### config.mk
export PLATFORM = sky130hd
export DESIGN_NAME = fetch_unit
export DESIGN_NICKNAME = d
export VERILOG_FILES = /design/src/rtl/riscy_pkg.sv /design/src/rtl/fetch_unit_pc_next.sv /design/src/rtl/fetch_unit.sv
export SDC_FILE = /design/constraint.sdc
export NUM_CORES = 1
export LEC_CHECK = 0
export ABC_AREA = 1
export BUFFER_PORTS_ARGS = -buffer_cell sky130_fd_sc_hd__buf_2
export CORE_MARGIN = 5
export CORE_UTILIZATION = 40
export DETAILED_ROUTE_END_ITERATION = 6
export PLACE_DENSITY = 0.64
export SLEW_MARGIN = 15
export SYNTH_ARGS = -nofsm -noshare
export SYNTH_HDL_FRONTEND = slang
export SYNTH_SLANG_ARGS = --single-unit
export TNS_END_PERCENT = 50
### constraint.sdc
create_clock -name clk -period 4 [get_ports clk]
set_input_delay 0.2 -clock clk [delete_from_list [all_inputs] [get_ports clk]]
set_output_delay 0.2 -clock clk [all_outputs]
set_load 0.01 [all_outputs]
### src/rtl/riscy_pkg.sv
// Shared riscy32 definitions: datapath width, reset vector, canonical nop and
// the fetch-stage state encoding.
package riscy_pkg;

    localparam int          XLEN      = 32;
    localparam logic [31:0] RESET_PC  = 32'h0000_0000;
    localparam logic [31:0] NOP_INSTR = 32'h0000_0013;

    typedef enum logic [1:0] {
        REQ  = 2'd0,
        WAIT = 2'd1,
        HOLD = 2'd2
    } fetch_state_t;

endpackage

### src/rtl/fetch_unit_pc_next.sv
// Next-PC selection: sequential pc+4 or a redirect target with its low two
// bits cleared, flagging targets that were not word aligned.
module pc_next #(
    parameter int XLEN = 32
) (
    input  logic [XLEN-1:0] pc,
    input  logic            PCSrc,
    input  logic [XLEN-1:0] PCTarget,
    output logic [XLEN-1:0] next_pc,
    output logic [XLEN-1:0] pc_plus4,
    output logic            misaligned
);

    // Adder wraps modulo 2^XLEN; redirect targets are forced to word alignment.
    always_comb begin
        pc_plus4 = pc + XLEN'(32'd4);
        if (PCSrc) begin
            next_pc    = {PCTarget[XLEN-1:2], 2'b00};
            misaligned = (PCTarget[1:0] != 2'b00);
        end else begin
            next_pc    = pc_plus4;
            misaligned = 1'b0;
        end
    end

endmodule

### src/rtl/fetch_unit.sv
// riscy32 instruction fetch: owns the PC, issues one imem request at a time and
// holds each fetched instruction until decode accepts it.
module fetch_unit #(
    parameter int               XLEN     = riscy_pkg::XLEN,
    parameter logic [XLEN-1:0]  RESET_PC = riscy_pkg::RESET_PC
) (
    input  logic            clk,
    input  logic            rst,
    input  logic            PCSrc,
    input  logic [XLEN-1:0] PCTarget,
    output logic            imem_req,
    output logic [XLEN-1:0] imem_addr,
    input  logic            imem_gnt,
    input  logic            imem_rvalid,
    input  logic [31:0]     imem_rdata,
    output logic            instr_valid,
    input  logic            instr_ready,
    output logic [31:0]     instr,
    output logic [XLEN-1:0] pc,
    output logic [XLEN-1:0] pc_plus4,
    output logic            misaligned
);

    import riscy_pkg::*;

    fetch_state_t    state_r;
    logic [XLEN-1:0] fetch_pc_r;
    logic [XLEN-1:0] pc_r;
    logic [31:0]     instr_r;
    logic            instr_valid_r;
    logic            misaligned_r;
    logic            req_r;
    logic [XLEN-1:0] next_pc_s;
    logic            misaligned_s;

    pc_next #(.XLEN(XLEN)) u_pc_next (
        .pc         (pc_r),
        .PCSrc      (PCSrc),
        .PCTarget   (PCTarget),
        .next_pc    (next_pc_s),
        .pc_plus4   (pc_plus4),
        .misaligned (misaligned_s)
    );

    // Fetch FSM with registered request, instruction and PC outputs.
    // req_r starts low so no grant can be taken in the cycle reset releases.
    always_ff @(posedge clk or posedge rst) begin
        if (rst) begin
            state_r       <= REQ;
            fetch_pc_r    <= RESET_PC;
            pc_r          <= RESET_PC;
            instr_r       <= NOP_INSTR;
            instr_valid_r <= 1'b0;
            misaligned_r  <= 1'b0;
            req_r         <= 1'b0;
        end else begin
            misaligned_r <= 1'b0;
            case (state_r)
                REQ: begin
                    if (req_r && imem_gnt) begin
                        req_r   <= 1'b0;
                        state_r <= WAIT;
                    end else begin
                        req_r <= 1'b1;
                    end
                end
                WAIT: begin
                    req_r <= 1'b0;
                    if (imem_rvalid) begin
                        instr_r       <= imem_rdata;
                        pc_r          <= fetch_pc_r;
                        instr_valid_r <= 1'b1;
                        state_r       <= HOLD;
                    end else begin
                        state_r <= WAIT;
                    end
                end
                HOLD: begin
                    if (instr_valid_r && instr_ready) begin
                        fetch_pc_r    <= next_pc_s;
                        misaligned_r  <= misaligned_s;
                        instr_valid_r <= 1'b0;
                        req_r         <= 1'b1;
                        state_r       <= REQ;
                    end else begin
                        req_r <= 1'b0;
                    end
                end
                default: begin
                    state_r       <= REQ;
                    instr_valid_r <= 1'b0;
                    req_r         <= 1'b0;
                end
            endcase
        end
    end

    assign imem_req    = req_r;
    assign imem_addr   = fetch_pc_r;
    assign instr       = instr_r;
    assign pc          = pc_r;
    assign instr_valid = instr_valid_r;
    assign misaligned  = misaligned_r;

endmodule

==> flow_metrics.py, run 1 <==
metrics = {
    "outcome": {
        "outcome": "finished, violations left",
        "violations": "negative hold slack",
    },
    "detailed_routing": {
        "via_count": 4472,
        "drt_iter0_markers": 252,
        "drtAntennaViolNets": 0,
        "finalWirelength_mm": 13.8,
        "vias_per_cell": 4.68,
        "dr.pass1.iters": 4,
        "wl_per_cell_um": 14.4,
        "drc_errors": 0,
    },
    "worst_setup_path": {
        "path_class": "register to primary output",
        "worstPathArrival_ns": 2.03,
        "cp_max_fo": 5,
        "cp.required_ns": 3.80,
        "r2r_cells": 2,
        "crit_path_start_kind": "register",
        "critPathCaptureType": "primary output",
    },
    "global_route": {
        "grt_overflow_total": 0,
        "use_met1_pct": 23.7,
        "grt_pass1_vias": 4481,
        "grt_use_met2_pct": 31.0,
        "antenna_found_initial": 0,
        "grt_pass1_wl_mm": 22.2,
        "grt_start_max_net_pins": 98,
        "grtUsageMet3_pct": 6.68,
        "grt.busiest_layer": "met2",
        "grt_usage_pct": 18.8,
    },
    "synth": {
        "synth_edf_count": 0,
        "yosysMostFrequentCell": "nand2_1",
        "postSynth.asyncResetShare_pct": 100,
        "synthFlopType": "dfrtp_1",
        "synth.largest_area_cell": "dfrtp_1",
        "yosys_warnings": 0,
        "netlist_instances": 590,
        "synth-seq-cells": 101,
        "syn_area_per_cell_um2": 8.60,
        "yosysSeqAreaShare_pct": 49.9,
        "synth_commonest_cells": "nand2_1 (165), dfrtp_1 (98), inv_1 (77)",
        "synth_cell_type_count": 29,
        "synth_top_area_share_pct": 48.3,
        "syn_area_um2": 5070,
        "synth_area_leaders": "dfrtp_1 (48%), nand2_1 (12%), mux2_2 (7.3%), inv_1 (5.7%), o21ai_0 (5.3%)",
        "syn_nets": 661,
    },
    "power_and_ir_drop": {
        "power.share.clock_pct": 17.3,
        "leakage_nw": 3.43,
        "powerDensity_nw_per_um2": 803,
        "p_sw_share_pct": 41.7,
        "p_comb_share_pct": 44.4,
        "p_sw_mw": 2.17,
        "seq_power_share_pct": 38.3,
        "vdd_drop_max_mv": 0.425,
        "p_int_mw": 3.04,
    },
    "clock_network": {
        "cts_resized": 0,
        "post-cts-setup-buffer-count": 0,
        "ctsHoldBuffers": 0,
        "cts_max_path_buffers": 2,
        "h-tree-depth": 3,
        "path_clk_slew_ns": 0.07,
        "numClockSinks": 101,
        "cts_buffers": 9,
        "root_buffer": "clkbuf_16",
        "clock_latency_ns": 0.35,
        "cts_tree": "yes",
    },
    "timing": {
        "grt_setup_unrepaired": "false",
        "slew_viol_final": 0,
        "finalHoldViolations": 20,
        "slew_headroom_pct": 27.7,
        "period_needed_ns": 2.23,
        "fin_crit_sh_pct": 55.8,
        "tightest_slew_ns": 1.08,
        "setup_viol": 0,
        "tns_ns": 0,
        "clock.fmax_mhz": 448,
        "finClkSkew_ns": 0.00975,
        "timing.hold.ws_ns": -0.0264,
    },
    "placement": {
        "place_congestion": 0.819,
        "place_inst": 940,
        "hpwlAfterDp_mm": 10.3,
        "io_buffers": 200,
    },
    "floorplan": {
        "core_um2": 12500,
        "rows": 41,
        "num_io_pins": 201,
        "fp.dieW_um": 123,
        "die_h_um": 123,
        "die-area_um2": 15000,
        "initial_core_util_pct": 40.5,
    },
    "finish": {
        "drive_above_1_share_pct": 36.4,
        "syn_to_final_growth_pct": 28.1,
        "nNetsFinal": 850,
        "final_cells": 956,
        "n_antenna_cell": 0,
        "num-fill-cells": 1216,
    },
    "hold_path": {
        "hold_path_class": "input pin to async pin",
    },
    "flow_run": {
        "cap_viol_max_count": 0,
    },
}
==> path summary, 6_finish.rpt <==
path / slack [ns] / from / to
min: -0.03 / rst / instr_valid
max reg2reg: 1.91 / state_r[0] / instr[12]
max in group asynchronous: 3.00 / rst / imem_addr[21]
min in group clk: 0.07 / imem_rdata[21] / instr[21]
min reg2reg: 0.50 / instr[2] / instr[2]
max: 1.77 / pc[3] / pc_plus4[22]
==> cells by family (layout without fill, tap and decap cells) <==
family | count (synthesis) | in the layout | synth area share (%)
flip-flops | 101 | 101 | 49.9
XOR/XNOR | 15 | 15 | 3.63
AO/OA/AOI/OAI | 63 | 63 | 6.44
AND/OR/NAND/NOR | 274 | 274 | 24.1
adder cells (fa/ha/maj) | 1 | 1 | 0.247
buffers and inverters | 103 | 297 | 8.31
multiplexers | 33 | 33 | 7.33
==> power by group through the flow <==
stage | registers (mW) | clock network, mW | logic, mW
2_1_floorplan | 2.18 | 0 | 1.14
3_3_place_gp | 1.99 | 0 | 2.31
3_5_place_dp | 2.01 | 0 | 2.35
4_1_cts | 2.00 | 0.930 | 2.36
5_1_grt | 2.08 | 0.976 | 2.60
6_report | 2.00 | 0.902 | 2.32
==> cell type report <==
cell class	instances	area, um2	share of cell area [%]
inverters	79	299	4.60
flip-flops and latches	101	2530	39.0
clock buffers	10	239	3.68
clock inverters	6	68.8	1.06
multi-input cells	386	2130	32.7
repair buffers	202	1020	15.6
well taps	172	215	3.31
==> through the flow <==
stage	power (mW)	worst slack, ns	util [%]	area [um2]
2_1_floorplan	3.32	1.16	-	5070
3_3_place_gp	4.30	1.97	49.4	6190
3_5_place_dp	4.36	1.91	49.4	6190
4_1_cts	5.29	1.73	51.9	6500
5_1_grt	5.66	1.61	51.9	6500
6_report	5.22	1.77	51.9	6500
==> placed cells by master (no fill, tap or decap), types with 9 or more instances in the layout <==
cell       netlist  routed
dfrtp_1         98      98
inv_1           77      76
nor2_1          37      37
nand3_1         40      40
mux2_2          33      33
clkbuf_16        0       9
o21ai_0         54      54
nand2_1        165     165
buf_2           13     200
==> registers in the layout, summed over array words and instances, names as in the netlist <==
register     count
instr_valid      1
pc              32
imem_addr       32
misaligned       1
state_r          2
imem_req         1
instr           32
==> metal layers <==
metal | up-vias | share of wire, %
met3 | 10 | 9.1
met1 | 2088 | 43
met4 | 0 | 0.94
li1 | 2222 | -
met5 | - | 0
met2 | 152 | 47
==> worst max-delay path, stage by stage (launching register included) <==
cell     delay (ns)
dfrtp_1        0.41
ha_1           0.24
nand2_1        0.09
nor2_2         0.15
nand2_2        0.15
nor2_4         0.21
nand3_1        0.11
and2_1         0.19
buf_2          0.14
Power figures use the tool's default switching activity.
==> run 2, diff against run 1 <==
Settings changed: PLACE_DENSITY 0.64 to 0.67.
Clock period 4 ns to 2 ns, I/O delays scaled along.
==> run 2 against run 1 <==
  * The run now ends clean
  * Critical endpoint is now pc_plus4[19]
  * Core utilization grew 5.1 points
  * Register-to-register slack lost 1.5 ns
  * Via count grew 4.9%
  * Combinational power grew 120%
  * Power grew 110%
  * Non-clock buffer count grew 55
  * Global-route usage grew 1.4 points
  * First-iteration DRC count shrank 9.9%
  * Die area is the same
==> flow_metrics.py, run 2 (same netlist as run 1, synthesis figures left out) <==
metrics = {
    "outcome": {
        "outcome": "finished clean",
    },
    "worst_setup_path": {
        "path_class": "register to primary output",
        "critPathMaxStageDelay_ns": 0.41,
        "timing.rr.end": "imem_addr[5]",
        "r2r_cells": 6,
        "r2r-start": "state_r[0]",
        "cp_max_fo": 5,
        "slowest_stage": "dfrtp_1",
        "r2r_setup_slack_ns": 0.44,
        "crit_path_start_kind": "register",
        "worstPathArrival_ns": 1.82,
        "crit_chain": "buf_6 -> nand2_2 -> nor2_4 -> nand2_4 -> nor2_4 -> nand2_1 -> nand2_1 -> nand2_1 -> buf_2",
        "critPathBufInv": 2,
        "critPathCaptureType": "primary output",
        "critPathTopFamily": "simple AND/OR/NAND/NOR gates",
        "cp.required_ns": 1.90,
        "cp_common_cell": "nand2_1",
    },
    "detailed_routing": {
        "drt_iter0_markers": 227,
        "wl_per_cell_um": 14.8,
        "drtAntennaViolNets": 0,
        "drc_errors": 0,
        "vias_per_cell": 4.64,
        "dr.pass1.iters": 4,
        "finalWirelength_mm": 15.0,
        "via_count": 4693,
    },
    "hold_path": {
        "hold_path_depth": 2,
        "hold_end": "instr[3]",
        "hold_path_class": "input pin to register",
        "hp-start": "imem_rdata[3]",
    },
    "global_route": {
        "antenna_found_initial": 0,
        "grt_overflow_total": 0,
        "grt_usage_pct": 20.2,
        "grt_pass1_vias": 4641,
        "grt_pass1_wl_mm": 23.7,
        "grt_start_max_net_pins": 102,
    },
    "placement": {
        "pre_cts_slack_ns": 0.323,
        "hpwlAfterDp_mm": 10.6,
        "place_congestion": 0.834,
        "io_buffers": 200,
    },
    "clock_network": {
        "numClockSinks": 101,
        "h-tree-depth": 3,
        "root_buffer": "clkbuf_16",
        "cts_buffers": 9,
        "cts_max_path_buffers": 2,
        "cts_tree": "yes",
        "clock_latency_ns": 0.35,
        "path_clk_slew_ns": 0.07,
    },
    "timing": {
        "fin_crit_sh_pct": 96.0,
        "tightest_slew_ns": 0.538,
        "period_needed_ns": 1.92,
        "fin_ws_ns": 0.0790,
        "setup_viol": 0,
        "finClkSkew_ns": 0.00625,
        "slew_viol_final": 0,
        "finalHoldViolations": 0,
        "clock.fmax_mhz": 521,
        "grt_setup_unrepaired": "true",
        "slew_headroom_pct": 64.1,
    },
    "finish": {
        "syn_to_final_growth_pct": 40.7,
        "layout_commonest_cell": "buf_2",
        "nNetsFinal": 905,
        "n_antenna_cell": 0,
        "final_cell_mix": "buf_2 (200), nand2_1 (163), dfrtp_1 (88)",
        "drive_above_1_share_pct": 37.8,
        "num-fill-cells": 1175,
    },
    "floorplan": {
        "die-area_um2": 15000,
        "fp.dieW_um": 123,
        "initial_core_util_pct": 40.5,
        "num_io_pins": 201,
        "core_um2": 12500,
        "rows": 41,
        "die_h_um": 123,
    },
    "power_and_ir_drop": {
        "vdd_drop_max_mv": 0.786,
        "powerDensity_nw_per_um2": 1520,
        "total_power_mw": 10.8,
        "leakage_nw": 3.70,
    },
    "flow_run": {
        "cap_viol_max_count": 0,
    },
}
-- run 2: cell types whose count changed in the layout (fill, tap and decap cells not counted), sizes merged --
cell	previous run	this run
clkinv	2	1
dlygate4sd3	0	39
inv	81	79
clkbuf	10	12
buf	202	218
clkinvlp	1	2
-- run 2: through the flow --
step / instances / hold slack, ns / setup TNS (ns) / util, % / area [um2]
after floorplan: 590 / 0.238 / 0 / - / 5080
after global placement: 947 / 0.303 / 0 / 50.3 / 6290
after detailed placement: 947 / 0.308 / 0 / 50.3 / 6290
after CTS: 1002 / 0.000229 / -0.0173 / 55.9 / 7000
after global routing: 1011 / 0.0107 / -0.113 / 57.0 / 7140
final: 1011 / 0.0115 / 0 / 57.0 / 7140
-- run 2: power by group --
| group | internal [mW] | switching [mW] | total [mW] | leakage (nW) |
|---|---|---|---|---|
| clock | 1.05 | 0.784 | 1.83 | 0.149 |
| sequential | 3.11 | 0.900 | 4.01 | 1.20 |
| combinational | 2.20 | 2.78 | 4.99 | 2.35 |
-- run 2: layout make-up --
cell class              instances  area (um2)  area share, %
clock buffers                  12         256           3.59
clock inverters                 4        55.1          0.771
inverters                      79         300           4.21
multi-input cells             386        2190           30.6
flip-flops and latches        101        2540           35.6
well taps                     172         215           3.01
repair buffers                257        1580           22.1
-- run 2: worst max-delay path by stage --
| stage | startpoint | endpoint | slack, ns | depth (start not counted) |
|---|---|---|---|---|
| 3_5_place_dp | pc[3] | pc_plus4[22] | 0.32 | 8 |
| 6_report | pc[3] | pc_plus4[19] | 0.08 | 9 |
| 3_3_place_gp | pc[3] | pc_plus4[22] | 0.38 | 8 |
| 5_1_grt | pc[3] | pc_plus4[19] | -0.06 | 9 |
| 4_1_cts | pc[2] | pc_plus4[22] | -0.009 | 8 |
| 2_1_floorplan | pc[3] | imem_addr[30] | 0.47 | 10 |
-- run 2: what timing repair did --
action | in CTS | in global routing
endpoints found under the setup margin | 10 | 18
pin swaps | 2 | 5
buffers inserted | 1 | 8
hold buffers | 38 | 1
endpoints found under the hold margin | 134 | 1
resized for setup | 1 | 24
-- run 2: layer usage --
metal,up-vias,GRT usage (%),routed length [um]
met2,157,32.3,7090
met3,22,5.21,1050
met4,0,6.93,282
li1,2325,-,-
met1,2189,26.8,6580
met5,-,0,0
==> run 3, diff against run 2 <==
Settings changed: ABC_AREA 1 to 0, PLACE_DENSITY 0.67 to 0.65.
Clock period 2 ns to 2.3 ns, I/O delays scaled along.
==> run 3 against run 2 <==
  * Largest cell class unchanged
  * The flow now finishes with violations (negative setup slack)
  * Clock-buffer cell count is 2 lower
  * Clock skew is 0.0020 ns higher
  * Power is 21% lower
==> flow_metrics.py, run 3 <==
metrics = {
    "synth": {
        "synthFlopType": "dfrtp_1",
        "synth_area_leaders": "dfrtp_1 (52%), mux2_2 (15%), o21ai_0 (3.0%), nand2_1 (2.9%), xnor2_1 (2.6%)",
        "synth_edf_count": 0,
        "syn_area_per_cell_um2": 11.5,
        "syn_area_um2": 4740,
        "syn_nets": 483,
        "synth.largest_area_cell": "dfrtp_1",
        "synth_top_area_share_pct": 51.7,
        "yosys_warnings": 0,
        "synth_commonest_cells": "dfrtp_1 (98), mux2_2 (65), nand2_1 (36)",
        "yosysSeqAreaShare_pct": 53.4,
        "synth-seq-cells": 101,
        "postSynth.asyncResetShare_pct": 100,
        "netlist_instances": 412,
        "yosysMostFrequentCell": "dfrtp_1",
        "synth_cell_type_count": 42,
    },
    "timing": {
        "clock.fmax_mhz": 421,
        "finalHoldViolations": 0,
        "fin_ws_ns": -0.0776,
        "slew_headroom_pct": 53.3,
        "period_needed_ns": 2.38,
        "slew_viol_final": 0,
        "fin_crit_sh_pct": 103,
        "setup_viol": 5,
        "tightest_slew_ns": 0.699,
        "grt_setup_unrepaired": "true",
        "finClkSkew_ns": 0.00828,
    },
    "global_route": {
        "grt_start_max_net_pins": 49,
        "grt_pass1_vias": 4528,
        "grtUsageMet3_pct": 6.45,
        "use_met1_pct": 26.7,
        "grt_pass1_wl_mm": 23.9,
        "grt_overflow_total": 0,
        "antenna_found_initial": 0,
        "grt.busiest_layer": "met2",
        "grt_usage_pct": 21.1,
        "grt_use_met2_pct": 35.2,
    },
    "finish": {
        "utilization_pct": 60.0,
        "nNetsFinal": 746,
        "n_antenna_cell": 0,
        "final_area_um2": 6910,
        "syn_to_final_growth_pct": 45.9,
        "drive_above_1_share_pct": 52.7,
        "layout_commonest_cell": "buf_2",
        "final_cell_mix": "buf_2 (196), dfrtp_1 (98), mux2_2 (65)",
    },
    "power_and_ir_drop": {
        "powerDensity_nw_per_um2": 1230,
        "leakage_nw": 3.52,
        "vdd_drop_max_mv": 0.700,
    },
    "floorplan": {
        "initial_core_util_pct": 41.2,
        "rows": 39,
        "die_h_um": 119,
        "fp.dieW_um": 119,
        "die-area_um2": 14100,
        "core_um2": 11500,
        "num_io_pins": 201,
    },
    "worst_setup_path": {
        "crit_path_start_kind": "register",
        "cp_max_fo": 4,
        "critPathCaptureType": "primary output",
        "worstPathArrival_ns": 2.26,
        "path_class": "register to primary output",
        "cp.required_ns": 2.18,
    },
    "clock_network": {
        "cts_max_path_buffers": 2,
        "clock_latency_ns": 0.35,
        "numClockSinks": 101,
        "h-tree-depth": 3,
        "path_clk_slew_ns": 0.06,
        "cts_tree": "yes",
        "root_buffer": "clkbuf_16",
        "cts_buffers": 9,
    },
    "detailed_routing": {
        "drt_iter0_markers": 215,
        "drtAntennaViolNets": 0,
        "finalWirelength_mm": 14.8,
        "wl_per_cell_um": 18.1,
        "drc_errors": 0,
        "vias_per_cell": 5.26,
        "dr.pass1.iters": 4,
        "via_count": 4315,
    },
    "placement": {
        "place_congestion": 0.911,
        "io_buffers": 200,
        "place_area_um2": 6160,
        "hpwlAfterDp_mm": 10.6,
    },
    "outcome": {
        "violations": "negative setup slack",
        "outcome": "finished, violations left",
    },
    "hold_path": {
        "hold_path_class": "input pin to register",
    },
    "flow_run": {
        "cap_viol_max_count": 0,
    },
}
==> run 3: critical path, cell delays in order (launching register included) <==
cell and delay, ns:
dfrtp_1 0.37, nand4_2 0.14, or4b_4 0.59, buf_6 0.16, o31a_1 0.29, or2_4 0.25, buf_6 0.12
==> run 3: layout make-up <==
| type | instances | area (um2) |
|---|---|---|
| Fill cell | 999 | 4600 |
| Sequential cell | 101 | 2530 |
| Multi-Input combinational cell | 280 | 2200 |
| Timing Repair Buffer | 277 | 1710 |
| Clock buffer | 10 | 229 |
| Tap cell | 143 | 179 |
| Clock inverter | 3 | 40.0 |
| Inverter | 6 | 26.3 |
==> run 3: per-layer routing <==
layer	part of all wire, %	up-vias
met3	6.6	17
met5	0	-
li1	-	2013
met4	1.7	0
met2	50	154
met1	42	2131
==> run 3: final timing paths <==
| check | cells past startpoint | slack [ns] | endpoint | start |
|---|---|---|---|---|
| setup / recovery | 6 | -0.08 | pc_plus4[25] | pc[18] |
| hold / removal | 2 | 0.009 | instr[4] | imem_rdata[4] |
| setup reg to reg | 6 | 0.05 | imem_addr[29] | pc[18] |
| hold reg to reg | 1 | 0.50 | instr[6] | instr[6] |
| max in group asynchronous | 4 | 1.09 | instr[1] | rst |
| min in group asynchronous | 3 | 0.42 | instr[8] | rst |
==> run 3: cell families (layout without fill, tap and decap cells) <==
logic type      Yosys count  in the layout  synth area share, %
fa+ha+maj                 1              1                0.264
buf+inv                  31            296                 2.67
mux                      71             71                 16.7
simple gates            132            132                 15.1
xor+xnor                 20             20                 4.01
flops                   101            101                 53.4
compound gates           56             56                 7.81
==> run 3: repair_timing <==
action                                  4_1_cts  5_1_grt
resized for setup                            17       12
hold endpoints to repair                     59        0
setup buffers                                 6        2
hold buffers                                 30        0
endpoints found under the setup margin       15       17
cloned                                        0        0
pin swaps                                    12        8
==> run 3: metrics by stage <==
stage               setup slack (ns)  TNS (ns)  total power [mW]  hold slack, ns  std cells
floorplan                     -0.161    -0.320              5.08           0.225        412
global placement              0.0943         0              6.84           0.251        771
detailed placement            0.0534         0              6.94           0.255        771
CTS                          -0.0646    -0.261              8.54         0.00241        818
global route                  -0.138    -0.716              9.06         0.00712        820
finish                       -0.0776    -0.233              8.52         0.00944        820
==> run 3: power breakdown <==
part	switching (mW)	total (mW)	internal (mW)
registers	0.588	3.16	2.57
logic	1.98	3.92	1.94
clock network	0.616	1.44	0.821
total	3.19	8.52	5.33
